==> config.mk <==
export PLATFORM = sky130hd
export DESIGN_NAME = alu_sequencer
export DESIGN_NICKNAME = d
export VERILOG_FILES = /design/src/rtl/alu_sequencer_pkg.sv /design/src/rtl/alu_sequencer_wait_timer.sv /design/src/rtl/alu_sequencer.sv
export SDC_FILE = /design/constraint.sdc
export NUM_CORES = 1
export LEC_CHECK = 0
export ABC_AREA = 1
export BUFFER_PORTS_ARGS = -buffer_cell sky130_fd_sc_hd__buf_4
export CAP_MARGIN = 20
export CORE_ASPECT_RATIO = 2
export CORE_MARGIN = 8
export CORE_UTILIZATION = 48
export CTS_CLUSTER_DIAMETER = 200
export DETAILED_ROUTE_END_ITERATION = 10
export PLACE_DENSITY = 0.79
export SYNTH_ARGS = -nofsm -noshare
export SYNTH_HDL_FRONTEND = slang
export SYNTH_SLANG_ARGS = --single-unit
==> constraint.sdc <==
create_clock -name clk -period 3.4 [get_ports clk]
set_clock_uncertainty 0.1 [all_clocks]
set_input_delay 0.68 -clock clk [delete_from_list [all_inputs] [get_ports clk]]
set_output_delay 0.68 -clock clk [all_outputs]
set_load 0.05 [all_outputs]
==> src/rtl/alu_sequencer_pkg.sv <==
// Shared encodings for the ALU sequencer: ISA opcodes, ALU opcodes, opcode map and FSM states.
// Also used by the ALU and by the assembler tables, so the values here are fixed.
package alu_sequencer_pkg;

    localparam logic [3:0] OP_NOP  = 4'h0;
    localparam logic [3:0] OP_LDA  = 4'h1;
    localparam logic [3:0] OP_LDB  = 4'h2;
    localparam logic [3:0] OP_MUL  = 4'h3;
    localparam logic [3:0] OP_DIV  = 4'h4;
    localparam logic [3:0] OP_SHL  = 4'h5;
    localparam logic [3:0] OP_SHR  = 4'h6;
    localparam logic [3:0] OP_ADD  = 4'h7;
    localparam logic [3:0] OP_SUB  = 4'h8;
    localparam logic [3:0] OP_HALT = 4'hF;

    localparam logic [7:0] ALU_LOADA = 8'h00;
    localparam logic [7:0] ALU_MUL   = 8'h01;
    localparam logic [7:0] ALU_DIV   = 8'h02;
    localparam logic [7:0] ALU_SHL   = 8'h03;
    localparam logic [7:0] ALU_SHR   = 8'h04;
    localparam logic [7:0] ALU_ADD   = 8'h05;
    localparam logic [7:0] ALU_SUB   = 8'h06;

    typedef enum logic [3:0] {
        ST_IDLE   = 4'd0,
        ST_FETCH  = 4'd1,
        ST_DECODE = 4'd2,
        ST_OPND   = 4'd3,
        ST_LOAD   = 4'd4,
        ST_EXEC   = 4'd5,
        ST_WAIT   = 4'd6,
        ST_WB     = 4'd7,
        ST_HALT   = 4'd8
    } state_e;

    function automatic logic [7:0] alu_code(input logic [3:0] op);
        case (op)
            OP_MUL:  alu_code = ALU_MUL;
            OP_DIV:  alu_code = ALU_DIV;
            OP_SHL:  alu_code = ALU_SHL;
            OP_SHR:  alu_code = ALU_SHR;
            OP_ADD:  alu_code = ALU_ADD;
            OP_SUB:  alu_code = ALU_SUB;
            default: alu_code = ALU_LOADA;
        endcase
    endfunction

    function automatic logic is_alu_op(input logic [3:0] op);
        return op inside {OP_MUL, OP_DIV, OP_SHL, OP_SHR, OP_ADD, OP_SUB};
    endfunction

endpackage

==> src/rtl/alu_sequencer_wait_timer.sv <==
// Counts out the ALU latency: loaded with LAT-1 during decode, counts down while enabled,
// done_o pulses in the last cycle the opcode must stay on the ALU.
module alu_seq_wait_timer #(
    parameter int unsigned LAT = 2
) (
    input  logic clk,
    input  logic rst_n,
    input  logic load_i,
    input  logic en_i,
    output logic done_o
);

    localparam int unsigned CNT_W = (LAT > 1) ? $clog2(LAT) : 1;

    logic [CNT_W-1:0] cnt_q, cnt_d;

    // NOTE: every always_comb output gets a default first, so no path can infer a latch.
    always_comb begin
        cnt_d = cnt_q;
        if (load_i) begin
            cnt_d = CNT_W'(LAT - 1);
        end else if (en_i && cnt_q != '0) begin
            cnt_d = cnt_q - CNT_W'(1);
        end
    end

    // NOTE: sequential state uses non-blocking assignments so all flops update together.
    always_ff @(posedge clk or negedge rst_n) begin
        if (!rst_n) begin
            cnt_q <= '0;
        end else begin
            cnt_q <= cnt_d;
        end
    end

    assign done_o = en_i && (cnt_q == '0);

endmodule

==> src/rtl/alu_sequencer.sv <==
// Program sequencer for the 8-bit ALU: fetch/decode, operand loads, ALU issue and writeback.
// Define ALU_DIVZERO_TRAP_EN to trap DIV with B==0 into HALT and expose the div_err port.
module alu_sequencer
    import alu_sequencer_pkg::*;
#(
    parameter int unsigned ADDR_W  = 8,
    parameter int unsigned ALU_LAT = 2
) (
    input  logic              clk,
    input  logic              rst_n,
    input  logic              start,
    output logic [ADDR_W-1:0] mem_addr,
    output logic              mem_rd,
    input  logic [7:0]        mem_rdata,
    output logic [7:0]        alu_inst,
    output logic [7:0]        alu_a,
    output logic [7:0]        alu_b,
    input  logic [7:0]        alu_result,
    input  logic              alu_carry,
    input  logic              alu_comp,
    output logic [7:0]        acc,
    output logic              carry_q,
    output logic              comp_q,
    output logic              busy,
    output logic              halted
`ifdef ALU_DIVZERO_TRAP_EN
    ,
    output logic              div_err
`endif
);

    state_e            state_q, state_d;
    logic [ADDR_W-1:0] pc_q, pc_d;
    logic [3:0]        ir_q, ir_d;
    logic [7:0]        a_q, a_d, b_q, b_d;
    logic              cy_q, cy_d, cmp_q, cmp_d;
    logic              rst_seen_q;
    logic              start_ok, lat_done;
    logic [3:0]        op_rd;
`ifdef ALU_DIVZERO_TRAP_EN
    logic              derr_q, derr_d;
`endif

    assign op_rd    = mem_rdata[7:4];
    // The first edge after reset release never accepts start, even if it is already high.
    assign start_ok = start && rst_seen_q;

    alu_seq_wait_timer #(.LAT(ALU_LAT)) u_wait_timer (
        .clk    (clk),
        .rst_n  (rst_n),
        .load_i (state_q == ST_DECODE),
        .en_i   (state_q == ST_EXEC || state_q == ST_WAIT),
        .done_o (lat_done)
    );

    always_comb begin
        state_d  = state_q;
        pc_d     = pc_q;
        ir_d     = ir_q;
        a_d      = a_q;
        b_d      = b_q;
        cy_d     = cy_q;
        cmp_d    = cmp_q;
        mem_rd   = 1'b0;
        alu_inst = ALU_LOADA;
`ifdef ALU_DIVZERO_TRAP_EN
        derr_d   = derr_q;
`endif
        case (state_q)
            ST_IDLE, ST_HALT: begin
                if (start_ok) begin
                    state_d = ST_FETCH;
                    pc_d    = '0;
`ifdef ALU_DIVZERO_TRAP_EN
                    derr_d  = 1'b0;
`endif
                end
            end
            ST_FETCH, ST_OPND: begin
                mem_rd  = 1'b1;
                pc_d    = pc_q + ADDR_W'(1);
                state_d = (state_q == ST_FETCH) ? ST_DECODE : ST_LOAD;
            end
            ST_DECODE: begin
                ir_d = op_rd;
                if (op_rd == OP_LDA || op_rd == OP_LDB) begin
                    state_d = ST_OPND;
                end else if (op_rd == OP_HALT) begin
                    state_d = ST_HALT;
                end else if (is_alu_op(op_rd)) begin
`ifdef ALU_DIVZERO_TRAP_EN
                    if (op_rd == OP_DIV && b_q == '0) begin
                        state_d = ST_HALT;
                        derr_d  = 1'b1;
                    end else begin
                        state_d = ST_EXEC;
                    end
`else
                    state_d = ST_EXEC;
`endif
                end else begin
                    state_d = ST_FETCH;
                end
            end
            ST_LOAD: begin
                if (ir_q == OP_LDA) a_d = mem_rdata;
                else                b_d = mem_rdata;
                state_d = ST_FETCH;
            end
            ST_EXEC, ST_WAIT: begin
                alu_inst = alu_code(ir_q);
                state_d  = lat_done ? ST_WB : ST_WAIT;
            end
            ST_WB: begin
                a_d = alu_result;
                if (ir_q == OP_ADD) cy_d  = alu_carry;
                if (ir_q == OP_SUB) cmp_d = alu_comp;
                state_d = ST_FETCH;
            end
            default: state_d = ST_IDLE;
        endcase
    end

    always_ff @(posedge clk or negedge rst_n) begin
        if (!rst_n) begin
            state_q    <= ST_IDLE;
            pc_q       <= '0;
            ir_q       <= '0;
            a_q        <= '0;
            b_q        <= '0;
            cy_q       <= 1'b0;
            cmp_q      <= 1'b0;
            rst_seen_q <= 1'b0;
        end else begin
            state_q    <= state_d;
            pc_q       <= pc_d;
            ir_q       <= ir_d;
            a_q        <= a_d;
            b_q        <= b_d;
            cy_q       <= cy_d;
            cmp_q      <= cmp_d;
            rst_seen_q <= 1'b1;
        end
    end

`ifdef ALU_DIVZERO_TRAP_EN
    always_ff @(posedge clk or negedge rst_n) begin
        if (!rst_n) derr_q <= 1'b0;
        else        derr_q <= derr_d;
    end

    assign div_err = derr_q;
`endif

    assign mem_addr = pc_q;
    assign alu_a    = a_q;
    assign alu_b    = b_q;
    assign acc      = a_q;
    assign carry_q  = cy_q;
    assign comp_q   = cmp_q;
    assign busy     = (state_q != ST_IDLE) && (state_q != ST_HALT);
    assign halted   = (state_q == ST_HALT);

endmodule
After elaboration in Yosys (flattened, before gate mapping)
Index checks and enable logic that the tools add are counted.

Register bits: 36. Bits of input ports: 21. Output and inout bits: 45. Logic and storage cells: 77.

Add/sub/neg operators: 2. Equality and inequality tests: 27. Muxes and demuxes: 16. Bitwise logic cells: 2. Reduce and logical (&&, ||, !) cells: 21.

Operators with widths (number): $eq A4 B3 Y1 const B (12); $pmux W8 S2 (2); $eq A4 B2 Y1 const B (5); $pmux W4 S5 (1); $pmux W3 S6 (1); $eq A4 B4 Y1 const B (4); $mux W8 (2); $eq A4 B1 Y1 const B (3); $mux W4 (3); $reduce_and A2 Y1 (5); $mux W3 (3); $add A8 B1 Y8 const B (1); $reduce_or A2 Y1 (4); $reduce_bool A2 Y1 (3); $reduce_bool A6 Y1 (1); $logic_and A1 B1 Y1 (4); $logic_not A4 Y1 (1); $mux W1 (4); $ne A2 B2 Y1 const B (2); $ne A4 B4 Y1 const B (1); $reduce_bool A4 Y1 (1); $logic_or A1 B1 Y1 (2); $not A1 Y1 (2); $sub A1 B1 Y1 const B (1).

Depth between registers and ports, before layout
Gate-level depths: netlist of run 1.

Depth in word-level cells: 6. Mapped depth: 8. Mapped depth without buffers: 7.

By module
Synthesis of run 1 repeated with hierarchy kept, for this count alone.

Cell total of the unflattened synthesis: 259. Area total of the unflattened synthesis: 1961.9 um^2.

By module, submodules not included: alu_sequencer (times used 1, cells each 253, area an instance 1918.1 um^2, sequential area each 875.8 um^2); alu_seq_wait_timer (times used 1, cells each 6, area an instance 43.8 um^2, sequential area each 25.0 um^2).

Worst setup path before layout of run 1
No wires, ideal clock.

Path type: register -> output. Start point: register state_q[0]. End point: output halted. Data arrival time: 1.647 ns. Required time: 2.620 ns. Slack: 0.973 ns. Stages on the path, launching flop included: 6. Buffers on the path: 0. Path through: dfrtp_1 > inv_2 > nand2_4 > nor2_4 > inv_1 > nor2_1.

Cells in the longest elaborated chain, start to end: 1.

Ends and longest elaborated chain: start: declaration (RTL line alu_sequencer.sv:32) `state_e state_q, state_d;`; start signal: assignment (RTL line alu_sequencer.sv:135) `state_q <= state_d;`; $eq A4 B4 Y1 (RTL line alu_sequencer.sv:162) `assign halted = (state_q == ST_HALT);`; end: declaration (RTL line alu_sequencer.sv:25) `output logic halted`.

No other way between the ends.

Final worst setup path of run 1
Start point: register state_q[1]. End point: output alu_inst[0].

Cells in the longest elaborated chain, start to end: 3. Elaborated cells between the ends (all ways): 4. Those cells by class: eq/ne: 2; mux: 1; reduce/logical: 1.

Ends and longest elaborated chain: $eq A4 B3 Y1 (RTL line alu_sequencer.sv:69) `case (state_q)`; $reduce_or A2 Y1 (*) (RTL line alu_sequencer.sv:69); $mux W3 (*) (RTL line alu_sequencer.sv:69); end: declaration (RTL line alu_sequencer.sv:15) `output logic [7:0] alu_inst,`.

Every way passes the cells marked *; elsewhere a longest branch is shown, timed or not.

==> results of run 1 <==
## final timing paths
path                                to        from  slack [ns]  cells after the start
min in group clk                comp_q      comp_q        0.38                      2
hold reg to reg                 comp_q      comp_q        0.38                      2
max in group asynchronous       acc[5]       rst_n        2.63                      1
hold / removal                alu_b[2]       rst_n        0.23                      1
setup / recovery           alu_inst[0]  state_q[1]        0.91                      7
setup reg to reg                acc[5]  state_q[3]        1.62                      7
## cells in the mapped netlist (all sizes together) (2+ instances only)
cell type	n
conb	2
inv	33
nor2	13
dfrtp	36
nor3	2
o21ai	27
or2	2
o21bai	3
nand3	21
buf	16
nand4	6
nand2	87
## sequential cells by signal, summed over array words and instances, names as in the netlist
| register | count |
|---|---|
| alu_b | 8 |
| comp_q | 1 |
| ir_q | 4 |
| state_q | 4 |
| acc | 8 |
| rst_seen_q | 1 |
| carry_q | 1 |
| mem_addr | 8 |
| u_wait_timer.cnt_q | 1 |
## cells in the final DEF, fill, tap and decap left out, drive strengths merged
cell type | netlist | routed
o21ai | 27 | 27
ha | 1 | 1
nor3 | 2 | 2
nand3 | 21 | 21
o211ai | 1 | 1
buf | 16 | 60
o21bai | 3 | 3
nor2 | 13 | 13
dfrtp | 36 | 36
clkbuf | 0 | 5
bufinv | 0 | 3
o22ai | 1 | 1
nand2 | 87 | 87
nand4 | 6 | 6
nand3b | 1 | 1
inv | 33 | 33
or2 | 2 | 2
nor3b | 1 | 1
conb | 2 | 6
## metrics by stage
stage          instances  cell area (sq um)
2_1_floorplan        257               2020
3_3_place_gp         353               2410
3_5_place_dp         353               2410
4_1_cts              361               2570
5_1_grt              361               2570
6_report             361               2570
## area by class of cell
cell class	instances	area [sq um]	share of cell area, %
Sequential cell	36	901	35.0
Multi-Input combinational cell	172	872	33.9
Timing Repair Buffer	60	450	17.5
Inverter	33	126	4.91
Clock inverter	3	90.1	3.50
Clock buffer	5	68.8	2.67
Tap cell	52	65.1	2.53
## per-layer routing
layer / global-route usage, % / vias up
li1: - / 888
met1: 16.3 / 820
met2: 29.2 / 58
met3: 4.31 / 6
met4: 7.22 / 0
met5: 0 / -
## cell families (layout without fill, tap and decap cells)
group | after synthesis | count (layout) | share of synthesized area, %
buffers and inverters | 49 | 101 | 12.5
adders and majority gates | 1 | 1 | 0.623
AOI/OAI and AO/OA | 32 | 32 | 10.8
DFF | 36 | 36 | 44.8
and+or+nand+nor | 133 | 133 | 30.9
other | 2 | 6 | 0.374
## power by group through the flow
stage                     clock (mW)  sequential [mW]  combinational [mW]
after floorplan                    0             1.27               0.896
after global placement             0            0.791                1.80
after detailed placement           0            0.798                1.83
after CTS                      0.535            0.791                1.84
after global routing           0.551            0.817                1.94
final                          0.525            0.790                1.82
==> run metrics, run 1 <==
run status finished clean; RSZ-0062 raised after global routing no; Critical Path Start Type flip-flop; post-route minimum period 2.49 ns; drt first pass iters 4; Cell variety after synth 28; initial core utilization 49.7%; cts bufs inserted 5; routed vias/inst 4.91; WP buf/inv 3; Cell Chain, Critical Path inv_1, nand2_4, nand2_1, nor2_1, inv_1, nor3b_2, buf_4; max incr delay on CP 0.38 ns; CTS Root Cell clkbuf_8; Routed WL 5.03 mm; nets 330; Peak Freq 0.402 GHz; Seq/Total Area, Yosys 44.8%; Num Clock Sinks 36; Cell Int Power 1.51 mW; crit path kind reg2out; Core Area 4050 sq um; Max stage delay cell, worst path dfrtp_1; Clk Latency, worst-skew pair 0.30 ns; # hold bufs at CTS 0; Area growth, synth to finish 28.1%; Post-CTS Setup Bufs 0; 1st-iter DRT viols 73; Worst VDD drop 0.768 mV; GRT overflow 0; post-place setup slack 1.24 ns; Top FF cell, synth dfrtp_1; crit path DAT 1.71 ns; Top Metal Used met4; post-route ant nets 0; share of Yosys cell area claimed by the top area cell type 44.8%; HP Class in2async; Crit path required time 2.62 ns; WHS 0.229 ns; combinational share of power 58.0%; Slew HR 47.9%; M1 wire length 1.79 mm; EDFF count, synth 0; met2 wire len 2.73 mm; Fin Setup TNS 0 ns; RePlAce Congestion 0.879; clock power share 16.8%; final hold vios 0; P_leak 1.38 nW; fill count 368; vias post-DR 1,772; Die Area 6640 sq um; Synth area leaders dfrtp_1 45%, nand2_1 15%, inv_1 5.4%, nand3_1 5.2%, buf_4 4.9%; crit-path max FO 4; max_cap viols 0; PwrDens 1220 nW/um^2; critical path endpoint category primary output; cts repair resizes 0; total power 3.13 mW; row count 33; Die H 108 um; worst slew pin tran 0.781 ns; CTS tree done; ys async rst share 100%; clk buf depth 2; most frequent CP cell inv_1; Net Sw Power 1.63 mW; vias in the first global route 1,772; DP Wirelength 3.97 mm; clock-pin slew on the worst setup and hold paths 0.08 ns; drc violations 0; #FFs+latches synth 36; WL met3 426 um; synthesized cell area 2010 sq um; largest net degree at the start of global routing 37; dominant cell type by area after synthesis dfrtp_1; I/O pin cnt 66; Total GRT Usage 16.3%; Worst Slack Setup Final 0.911 ns; Reg power frac 25.2%; Sw Ratio 51.9%; IO Port Bufs 60; cell family with the largest share of critical-path delay simple AND/OR/NAND/NOR gates; first-pass GRT wire length 8.18 mm; H-tree levels 2; wire length per cell 13.9 um; Pins Over Slew Limit 0; Setup violations, final 0; Util after Layout 63.6%; Mapped Cells 253; fin crit share 73.2%; synthesized area per cell 7.94 sq um; Die X 61.8 um; YS warnings 0; # diodes 0; share of layout cells above drive strength 1 30.7%; initial antenna violation count 0
(Power assumes the default switching activity.)
==> run 2, diff against run 1 <==
==> constraint.sdc (replaced) <==
create_clock -name clk -period 2.3 [get_ports clk]
set_clock_uncertainty 0.1 [all_clocks]
set_input_delay 0.46 -clock clk [delete_from_list [all_inputs] [get_ports clk]]
set_output_delay 0.46 -clock clk [all_outputs]
set_load 0.05 [all_outputs]
==> run metrics, run 2 (synthesis results as in run 1) <==
run status finished clean (unchanged); share of layout cells above drive strength 1 31.7% (was 30.7%); total power 4.34 mW (was 3.13 mW); most frequent cells in the layout 82 x nand2_1, 63 x buf_4, 36 x dfrtp_1 (was 82 x nand2_1, 60 x buf_4, 36 x dfrtp_1); first-pass GRT wire length 8.07 mm (was 8.18 mm); cts bufs inserted 5 (unchanged); RSZ-0062 raised after global routing no (unchanged); max incr delay on CP 0.38 ns (about the same); DP Wirelength 3.92 mm (was 3.97 mm); reg2reg setup slack 0.60 ns (was 1.62 ns); worst slew pin tran 0.787 ns (was 0.781 ns); clk buf depth 2 (unchanged); final hold vios 0 (unchanged); RePlAce Congestion 0.842 (was 0.879); fin area 2530 sq um (was 2570 sq um); FF-to-FF path depth 5 (was 7); PwrDens 1710 nW/um^2 (was 1220 nW/um^2); Crit path required time 1.74 ns (was 2.62 ns); vias post-DR 1,764 (was 1,772); # diodes 0 (unchanged); Max stage delay cell, worst path dfrtp_1 (unchanged); drt first pass iters 4 (unchanged); Routed WL 4.93 mm (was 5.03 mm); fin crit share 92.4%; post-route ant nets 0 (unchanged); Die H 108 um (unchanged); 1st-iter DRT viols 51 (was 73); Worst VDD drop 0.952 mV (was 0.768 mV); HP Class in2async (unchanged); row count 33 (unchanged); Setup violations, final 0 (unchanged); Post-CTS Setup Bufs 0 (unchanged); H-tree levels 2 (unchanged); Core Area 4050 sq um (unchanged); CTS tree done (unchanged); Peak Freq 0.470 GHz; Total GRT Usage 15.9% (was 16.3%); P_leak 1.37 nW (was 1.38 nW); initial antenna violation count 0 (unchanged); Pins Over Slew Limit 0 (unchanged); post-route minimum period 2.13 ns; Area after DPL 2440 sq um (was 2410 sq um); clock-pin slew on the worst setup and hold paths 0.07 ns (was 0.08 ns); wire length per cell 13.5 um (was 13.9 um); Critical Path Start Type flip-flop (unchanged); worst reg2reg endpoint alu_b[2] (was acc[5]); max_cap viols 0 (unchanged); crit path kind reg2out (unchanged); Area growth, synth to finish 26.2% (was 28.1%); GRT overflow 0 (unchanged); largest net degree at the start of global routing 37 (unchanged); nets 333 (was 330); IO Port Bufs 60 (unchanged); routed vias/inst 4.85 (was 4.91); Die Area 6640 sq um (unchanged); most common cell after layout, fill and taps aside nand2_1 (unchanged); Fin Setup TNS 0 ns (unchanged); I/O pin cnt 66 (unchanged); Clk Latency, worst-skew pair 0.28 ns (was 0.30 ns); Die X 61.8 um (unchanged); Num Clock Sinks 36 (unchanged); # hold bufs at CTS 0 (unchanged); initial core utilization 49.7% (unchanged); vias in the first global route 1,763 (was 1,772); critical path endpoint category primary output (unchanged); Cell Chain, Critical Path inv_2, nand2_4, nand2_1, nor2_1, inv_1, nor3b_2, buf_4 (was inv_1, nand2_4, nand2_1, nor2_1, inv_1, nor3b_2, buf_4); crit-path max FO 4 (unchanged); CTS Root Cell clkbuf_8 (unchanged); fill count 393 (was 368); R2R Path Start ir_q[3] (was state_q[3]); drc violations 0 (unchanged); Slew HR 47.5% (was 47.9%); crit path DAT 1.57 ns (was 1.71 ns)
[run 2: cell count changes in the layout (fill, tap and decap cells not counted)]
cell	previous run	this run
nor3_2	0	1
nor3_1	2	1
buf_4	60	63
clkinv_2	0	2
bufinv_16	3	0
clkbuf_8	5	6
[run 2: where the power goes]
group | internal [mW] | total (mW) | leakage, nW | switching (mW)
logic | 0.789 | 2.72 | 0.877 | 1.93
registers | 0.922 | 1.17 | 0.444 | 0.244
clock network | 0.239 | 0.455 | 0.0510 | 0.216
[run 2: repair_timing]
action,4_1_cts,5_1_grt
endpoints found under the setup margin,0,2
gates resized for setup,0,1
hold endpoints to repair,0,0
[run 2: worst max-delay path by stage]
stage	start	cells past startpoint	endpoint	slack, ns
after floorplan	state_q[0]	5	halted	0.09
after global placement	state_q[0]	7	alu_inst[0]	0.50
after detailed placement	ir_q[2]	6	alu_inst[2]	0.45
after CTS	ir_q[1]	6	alu_inst[2]	0.12
after global routing	state_q[0]	7	alu_inst[0]	0.004
final	state_q[0]	7	alu_inst[0]	0.17
[run 2: worst max-delay path, delay by kind of cell (launching register included)]
family                 cells  cell delay (ns)
DFF                        1             0.38
buffers and inverters      3             0.40
and+or+nand+nor            4             0.49
[run 2: cell type report]
| cell class | count | area (sq um) | share of cell area, % |
|---|---|---|---|
| well taps | 52 | 65.1 | 2.57 |
| clock buffers | 6 | 82.6 | 3.26 |
| repair buffers | 63 | 473 | 18.7 |
| multi-input cells | 172 | 877 | 34.6 |
| inverters | 33 | 126 | 4.99 |
| clock inverters | 2 | 10.0 | 0.395 |
| flip-flops and latches | 36 | 901 | 35.5 |
[run 2: routing by layer]
layer	track usage (%)	vias to the layer above	share of wire (%)
met5	0	-	0
met3	4.31	12	8.6
met1	15.6	794	35
li1	-	895	-
met2	29.0	63	54
met4	6.90	0	2.7
[run 2: through the flow]
step | hold WS, ns | setup WS (ns) | util, % | cells
finish | 0.0211 | 0.174 | 62.6 | 364
global route | 0.0563 | 0.00365 | 62.6 | 364
CTS | 0.0317 | 0.122 | 62.5 | 364
detailed placement | 0.348 | 0.449 | 60.2 | 356
global placement | 0.348 | 0.501 | 60.2 | 356
floorplan | 0.0644 | 0.0927 | - | 257
